## src/rtl/rop3_mode_recover.sv

```systemverilog
// rop3_mode_recover: watches (P, S, D, Result) tuples from a ROP3 evaluator
// and rebuilds the 8-bit Mode that must have produced them. Each result bit
// pins Mode[{P[i],S[i],D[i]}]. The block flags any observation that
// contradicts what has already been learned.
//
// state   | meaning
// IDLE    | waiting for start, nothing collected
// COLLECT | accepting tuples and merging learned Mode bits
// DONE    | all 8 bits learned, or beat budget used up; outputs hold
// ERR     | inconsistent observation seen; pre-conflict Mode/mask hold
module rop3_mode_recover #(
  parameter int N         = 4,
  parameter int MAX_BEATS = 16
) (
  input  logic         clk,
  input  logic         rst_n,
  input  logic         start,
  input  logic         in_valid,
  output logic         in_ready,
  input  logic [N-1:0] P,
  input  logic [N-1:0] S,
  input  logic [N-1:0] D,
  input  logic [N-1:0] Result,
  output logic [7:0]   Mode,
  output logic [7:0]   known_mask,
  output logic         done,
  output logic         complete,
  output logic         conflict
);

  localparam int CW = $clog2(MAX_BEATS + 1);

  typedef enum logic [1:0] {IDLE, COLLECT, DONE, ERR} state_t;

  state_t         state, state_nxt;
  logic [CW-1:0]  beat_cnt, cnt_nxt, cnt_inc;
  logic [7:0]     mode_nxt, mask_nxt;
  logic           ready_nxt, done_nxt, complete_nxt, conflict_nxt;

  logic [2:0]     k;
  logic [7:0]     beat_mask, beat_val, merged_mask, merged_mode;
  logic           beat_bad, accept;

  // Decode one beat: which Mode bits it pins, their values, and whether it
  // contradicts learned bits or itself.
  always_comb begin
    k         = '0;
    beat_mask = '0;
    beat_val  = '0;
    beat_bad  = 1'b0;
    for (int i = 0; i < N; i++) begin
      k = {P[i], S[i], D[i]};
      if (known_mask[k] && (Mode[k] != Result[i])) beat_bad = 1'b1;
      if (beat_mask[k] && (beat_val[k] != Result[i])) beat_bad = 1'b1;
      beat_mask[k] = 1'b1;
      beat_val[k]  = Result[i];
    end
  end

  assign merged_mask = known_mask | beat_mask;
  assign merged_mode = (Mode & ~beat_mask) | beat_val;
  assign accept      = in_valid && in_ready && (state == COLLECT);
  // Saturate so a large MAX_BEATS never wraps the counter.
  assign cnt_inc     = (beat_cnt == CW'(MAX_BEATS)) ? beat_cnt : beat_cnt + CW'(1);

  // Next-state and next-output decode; start overrides any beat on the same edge.
  always_comb begin
    state_nxt    = state;
    cnt_nxt      = beat_cnt;
    mode_nxt     = Mode;
    mask_nxt     = known_mask;
    ready_nxt    = in_ready;
    done_nxt     = done;
    complete_nxt = complete;
    conflict_nxt = conflict;
    if (start) begin
      state_nxt    = COLLECT;
      cnt_nxt      = '0;
      mode_nxt     = '0;
      mask_nxt     = '0;
      ready_nxt    = 1'b1;
      done_nxt     = 1'b0;
      complete_nxt = 1'b0;
      conflict_nxt = 1'b0;
    end else if (accept) begin
      cnt_nxt = cnt_inc;
      if (beat_bad) begin
        state_nxt    = ERR;
        ready_nxt    = 1'b0;
        done_nxt     = 1'b1;
        conflict_nxt = 1'b1;
      end else begin
        mode_nxt = merged_mode;
        mask_nxt = merged_mask;
        if (merged_mask == 8'hFF) begin
          state_nxt    = DONE;
          ready_nxt    = 1'b0;
          done_nxt     = 1'b1;
          complete_nxt = 1'b1;
        end else if (cnt_inc == CW'(MAX_BEATS)) begin
          state_nxt = DONE;
          ready_nxt = 1'b0;
          done_nxt  = 1'b1;
        end
      end
    end
  end

  // State and output registers.
  always_ff @(posedge clk or negedge rst_n) begin
    if (!rst_n) begin
      state      <= IDLE;
      beat_cnt   <= '0;
      Mode       <= '0;
      known_mask <= '0;
      in_ready   <= 1'b0;
      done       <= 1'b0;
      complete   <= 1'b0;
      conflict   <= 1'b0;
    end else begin
      state      <= state_nxt;
      beat_cnt   <= cnt_nxt;
      Mode       <= mode_nxt;
      known_mask <= mask_nxt;
      in_ready   <= ready_nxt;
      done       <= done_nxt;
      complete   <= complete_nxt;
      conflict   <= conflict_nxt;
    end
  end

endmodule

```

## config.mk

```make
export PLATFORM = sky130hd
export DESIGN_NAME = rop3_mode_recover
export DESIGN_NICKNAME = d
export VERILOG_FILES = /design/src/rtl/rop3_mode_recover.sv
export SDC_FILE = /design/constraint.sdc
export NUM_CORES = 1
export LEC_CHECK = 0
export ABC_AREA = 1
export BUFFER_PORTS_ARGS = -buffer_cell sky130_fd_sc_hd__buf_2
export CORE_AREA = 4 4 141 89
export CTS_BUF_LIST = sky130_fd_sc_hd__clkbuf_8 sky130_fd_sc_hd__clkbuf_16
export DETAILED_ROUTE_END_ITERATION = 6
export DIE_AREA = 0 0 145 93
export PLACE_DENSITY = 0.56
export SETUP_SLACK_MARGIN = 0.5
export SLEW_MARGIN = 10
export SYNTH_ARGS = -nofsm -noshare
export SYNTH_HDL_FRONTEND = slang
export SYNTH_SLANG_ARGS = --single-unit
```

## constraint.sdc

```tcl
create_clock -name clk -period 4.2 [get_ports clk]
set_input_delay 0.84 -clock clk [delete_from_list [all_inputs] [get_ports clk]]
set_output_delay 0.84 -clock clk [all_outputs]
set_load 0.05 [all_outputs]
```

## After elaboration in Yosys (flattened, before gate mapping)

Memory sizes are Yosys's and may differ from the RTL's.
Index checks and enable logic that the tools add are counted.

| cells by class | value |
|---|---|
| $add $sub $neg | 1 |
| $lt $le $gt $ge | 8 |
| equality and inequality tests | 13 |
| mux-type cells | 79 |
| bitwise logic cells | 8 |
| reductions and logical operators | 22 |

Operator list:

| operator | count |
|---|---|
| 8-bit two-way mux | 6 |
| 1-bit two-way mux | 44 |
| 1-bit binary-select mux with 3-bit select | 14 |
| 8-bit bitwise OR | 5 |
| 8-bit bitwise mux | 3 |
| 8-bit AND | 2 |
| 3-bit by 4-bit < comparator with 1-bit output (second input constant) | 4 |
| 5-bit two-way mux | 3 |
| 1-bit logical AND | 14 |
| 1-bit demux with 3-bit select | 4 |
| 3-bit by 1-bit >= comparator with 1-bit output (second input constant) | 4 |
| 5-bit equality test (second input constant) | 2 |
| 2-bit two-way mux | 5 |
| 8-bit equality test (second input constant) | 1 |
| 1-bit != test | 8 |
| 8-bit NOT | 1 |
| 2-bit AND reduction | 3 |
| 2-bit nonzero test | 3 |
| 5-bit by 1-bit adder with 5-bit output (second input constant) | 1 |
| 4-bit nonzero test | 1 |
| 3-bit AND reduction | 1 |
| 2-bit by 1-bit equality test with 1-bit output (second input constant) | 1 |
| 2-bit != test (second input constant) | 1 |

| word-level totals | value |
|---|---|
| register bits after elaboration | 27 |
| ROM bits | 8 |
| output and inout bits | 20 |
| word-level logic and storage cells | 140 |
| memories | 1 |

Memories:

| memory | words | width | read ports | clocked after Yosys merged registers in | wr ports | RTL line | source |
|---|---|---|---|---|---|---|---|
| (name not given) | 8 | 1 | 1 | 0 | 0 | 54 | `if (beat_mask[k] && (beat_val[k] != Result[i])) beat_bad = 1'b1;` |

## Longest topological paths before layout

| depth | value |
|---|---|
| depth after elaboration | 17 |
| gate-level depth with buffers | 19 |

## Worst setup path before layout

Ideal clock, no wire load.

| timing path | value |
|---|---|
| kind | input -> register |
| from | input D[1] |
| to | register Mode[1] |
| data arrival time | 2.238 ns |
| required time | 4.081 ns |
| slack | 1.843 ns |
| stages on the path | 16 |
| cells stage by stage | buf_2 -> inv_2 -> buf_4 -> nand2_1 -> nand2_1 -> nand3_1 -> nand3_1 -> nand2_2 -> nor2_4 -> nand3_1 -> nand3_4 -> nand2_4 -> nand2_4 -> nand2_8 -> nand2_2 -> nand2_1 |

| on the way | value |
|---|---|
| cells in the longest elaborated chain, start to end | 14 |
| elaborated cells on any way between the ends | 49 |
| those cells by class | order compare (2); eq/ne (5); mux (30); bitwise (6); reduce/logical (6) |

RTL lines:

| what | RTL line | source |
|---|---|---|
| from (decl) | 22 | `input logic [N-1:0] D,` |
| 3-bit by 4-bit < comparator with 1-bit output (not written as such) / 3-bit by 1-bit >= comparator with 1-bit output (equally long branches) | 55, 56 |  |
| 1-bit logical AND (not written as such) | 55, 56 |  |
| 1-bit two-way mux (not written as such) | 55, 56 |  |
| 1-bit demux with 3-bit select | 55, 56 |  |
| 8-bit bitwise mux | 56 | `beat_val[k] = Result[i];` |
| 1-bit binary-select mux with 3-bit select | 54 |  |
| 1-bit two-way mux (not written as such) | 54 |  |
| 1-bit != test | 54 |  |
| 1-bit logical AND | 54 |  |
| 1-bit two-way mux | 54 |  |
| 1-bit two-way mux | 53 | `if (known_mask[k] && (Mode[k] != Result[i])) beat_bad = 1'b1;` |
| 1-bit two-way mux | 54 |  |
| 2-bit != test (no line) | n/a |  |
| 2-bit AND reduction (no line) | n/a |  |
| to (signal assigned) | 123 | `Mode <= mode_nxt;` |
| to (decl) | 24 | `output logic [7:0] Mode,` |

Several ways; a longest one is shown, not always the timed one. The select of a mux whose other input is x is not followed.
A chain may end at the register's enable or synchronous reset.

## Worst setup path after layout

| timing path | value |
|---|---|
| from | input D[2] |
| to | register Mode[4] |

| on the way | value |
|---|---|
| cells in the longest elaborated chain, start to end | 12 |
| elaborated cells on any way between the ends | 39 |
| those cells by class | order compare (2); eq/ne (4); mux (23); bitwise (5); reduce/logical (5) |

RTL lines:

| what | RTL line |
|---|---|
| 3-bit by 4-bit < comparator with 1-bit output (not written as such) / 3-bit by 1-bit >= comparator with 1-bit output (equally long branches) | 55, 56 |
| 1-bit logical AND (not written as such) | 55, 56 |
| 1-bit two-way mux (not written as such) | 55, 56 |
| 1-bit demux with 3-bit select | 55, 56 |
| 8-bit bitwise mux / 8-bit bitwise OR (equally long branches) | n/a |
| 1-bit binary-select mux with 3-bit select / 8-bit bitwise OR (equally long branches) | n/a |
| 1-bit two-way mux (not written as such) / 8-bit NOT (equally long branches) | 54, 61 |
| 1-bit != test / 8-bit AND (equally long branches) | 54, 61 |
| 1-bit logical AND / 8-bit bitwise OR (equally long branches) | 54, 61 |
| 1-bit two-way mux / 8-bit two-way mux (equally long branches) | 54, 87 |
| 2-bit != test (no line) / 8-bit two-way mux (equally long branches) | n/a |
| 2-bit AND reduction (no line) / 8-bit two-way mux (equally long branches) | n/a |

Several ways; a longest one is shown, not always the timed one. The select of a mux whose other input is x is not followed.

==> results.md <==
- Outcome: finished, final reports clean
- PD cells: about 240 nW/µm²
- Placer congestion estimate: 0.990
- First-pass GRT wire length: 18900 µm
- Port bufs: 39
- Worst Skew: 5.07 ps
- Final WL: around 12000 µm
- F_max: approximately 350 MHz
- Core ar.: ~11000 µm²
- Synthesized area: approximately 3300 µm²
- Fin util: 0.327
- Non-Filler Instances: ~730
- DRC violations left: 0
- Reg2reg end: Mode[4]
- Setup crit end kind: register
- Cell total after placement: between 700 and 800
- H-tree levels: 1
- Leading cell types in the layout, fill and taps excluded: nand2_1, nand3_1, inv_1
- Fraction of layout cells with a size suffix above 1: 0.173
- Initial antenna violation count: 0
- Worst Path Arrival: approximately 3000 ps
- DPL Wire Length: 9710 µm
- Number of flops mapped to enable cells by yosys: 0
- Row count: 30
- Worst-Skew Late Latency: about 260 ps
- Final Cycle Share: 0.675
- Final setup fails: 0
- RSZ-0062 raised after global routing: no
- Tightest Pin Transition: roughly 600 ps
- Root buf cell: clkbuf_16
- WL/cell: 16.7 µm
- Largest net degree at the start of global routing: 28
- Syn-to-layout area delta: 9.81%
- Worst r2r path cells: 16
- Initial core utilization: 0.298
- # resized after CTS: 0
- Via Count: 3867
- Fillers: 1229
- FF-to-FF setup slack: around 1800 ps
- Clock buffer depth: 2
- WHS Path Cells: 2
- Distinct cells, synth: 34
- Vias in the first global route: 3336
- Antenna viol nets, final: 0
- Die area: about 13000 µm²
- Hold EP: state[0]
- I/O pins: 40
- Die height: a little over 90 µm
- TritonCTS clock tree: yes
- Ys async rst share: 1.00
- Hold Crit Start: state[0]
- CP startpoint kind: input port
- Post-CTS Hold Fix Bufs: 0
- Critical path peak fanout: 20
- Post-synth top flop: dfrtp_1
- Post-Synthesis Cells: roughly 570
- Worst setup path class: input port to register
- Worst R2R Start: Mode[2]
- Max-slew violation count: 0
- Total global routing overflow: 0
- Syn_nets: 590
- Initial DRT Pass Iterations: 5
- Final setup TNS: 0 ps
- Max-cap violations: 0
- Post-CTS Setup Bufs: 0
- Slew HR: 0.608
- Tmin final: around 2800 ps
- Register area: between 600 and 700 µm²
- Final hold violations: 0
- Fin nets: roughly 600
- Peak VDD IR: roughly 0.15 mV
- HP Class: register to register
- Avg Inst Size Synth: 5.84 µm²
- Clk sinks: 26
- Initial DRC count: 450
- Via density: 5.28
- Sequential-to-total area share from yosys stat: 0.196
- Overall Global Routing Usage: 0.177
- Commonest non-fill, non-tap cell in the layout: nand2_1
- FF+latch count, synth: 26
- Leakage: 1.86 nW
- Chip Width: about 150 µm
- Synthesis Warnings: 0
- Placed cell area: ~3600 µm²
- Area occupied by multi-input gates: roughly 2300 µm²
- Num CTS Buffers: 3
- CTS clk-pin slew, worst paths: approximately 70 ps
- N_diodes: 0
- Fin area: approximately 3600 µm²
- Required @ worst endpoint: about 4400 ps
## logic make-up after synthesis
family | after synthesis | share of synthesized area
AO/OA/AOI/OAI | 71 | 0.124
XOR/XNOR | 4 | 0.0106
adder cells (fa/ha/maj) | 2 | 0.00754
buffers and inverters | 78 | 0.106
flip-flops | 26 | 0.196
AND/OR/NAND/NOR | 387 | 0.556
## synth_stat cells, drive strengths merged (5+ instances only)
cell | number | area share
a21oi | 13 | 0.024
buf | 22 | 0.041
clkinv | 5 | 0.0064
nor2 | 32 | 0.045
dfrtp | 26 | 0.20
nor3 | 10 | 0.030
nand3 | 70 | 0.12
inv | 50 | 0.058
nand2 | 247 | 0.30
o22ai | 12 | 0.023
o21ai | 42 | 0.063
nand4 | 23 | 0.043
## critical path, cell delays in order
cell     delay (ps)
buf_2           390
inv_2           200
nor3_2          350
nand2_1         150
nand3_1         130
nand2_2          70
nor2_4           90
nand3_1         120
nand3_4         130
nand2_4          90
nor2_4          180
o21ai_1         170
nand2_1         110
## through the flow
stage          hold WS [ps]  worst slack (ps)  power, mW
2_1_floorplan           449              1840      0.555
3_3_place_gp            466              1190      0.646
3_5_place_dp            467              1140      0.648
4_1_cts                 485              1410      0.880
5_1_grt                 517              1170      0.931
6_report                485              1370      0.880
## power by group
group	internal, mW	switching, mW	leakage, nW
logic	0.0940	0.262	1.46
clock network	0.146	0.0855	0.0442
registers	0.265	0.0285	0.350
total	0.504	0.376	1.86
## sequential cells by signal, summed over array words and instances, names as in the netlist
register,flops
state,2
in_ready,1
Mode,8
conflict,1
beat_cnt,5
known_mask,8
complete,1
## layer usage
layer / global-route usage / up-vias / part of all wire
met5: 0 / - / 0
met3: 0.0397 / 13 / 0.11
li1: - / 1904 / -
met1: 0.288 / 1733 / 0.51
met2: 0.235 / 217 / 0.37
met4: 0.0206 / 0 / 0.0057
## final cells by class
cell class	instances	share of cell area
timing repair buffer	39	0.0536
sequential	26	0.179
tap	144	0.0495
inverter	55	0.0587
clock buffer	4	0.0244
multi-input combinational	464	0.635
## worst max-delay path by stage
stage                     to  from  depth (start not counted)
global route        in_ready  D[1]                         13
CTS                  Mode[4]  D[2]                         13
finish               Mode[4]  D[2]                         13
detailed placement   Mode[4]  D[2]                         13
floorplan            Mode[1]  D[1]                         16
global placement    in_ready  D[1]                         13
No activity file was read; power rests on OpenSTA's default activity.
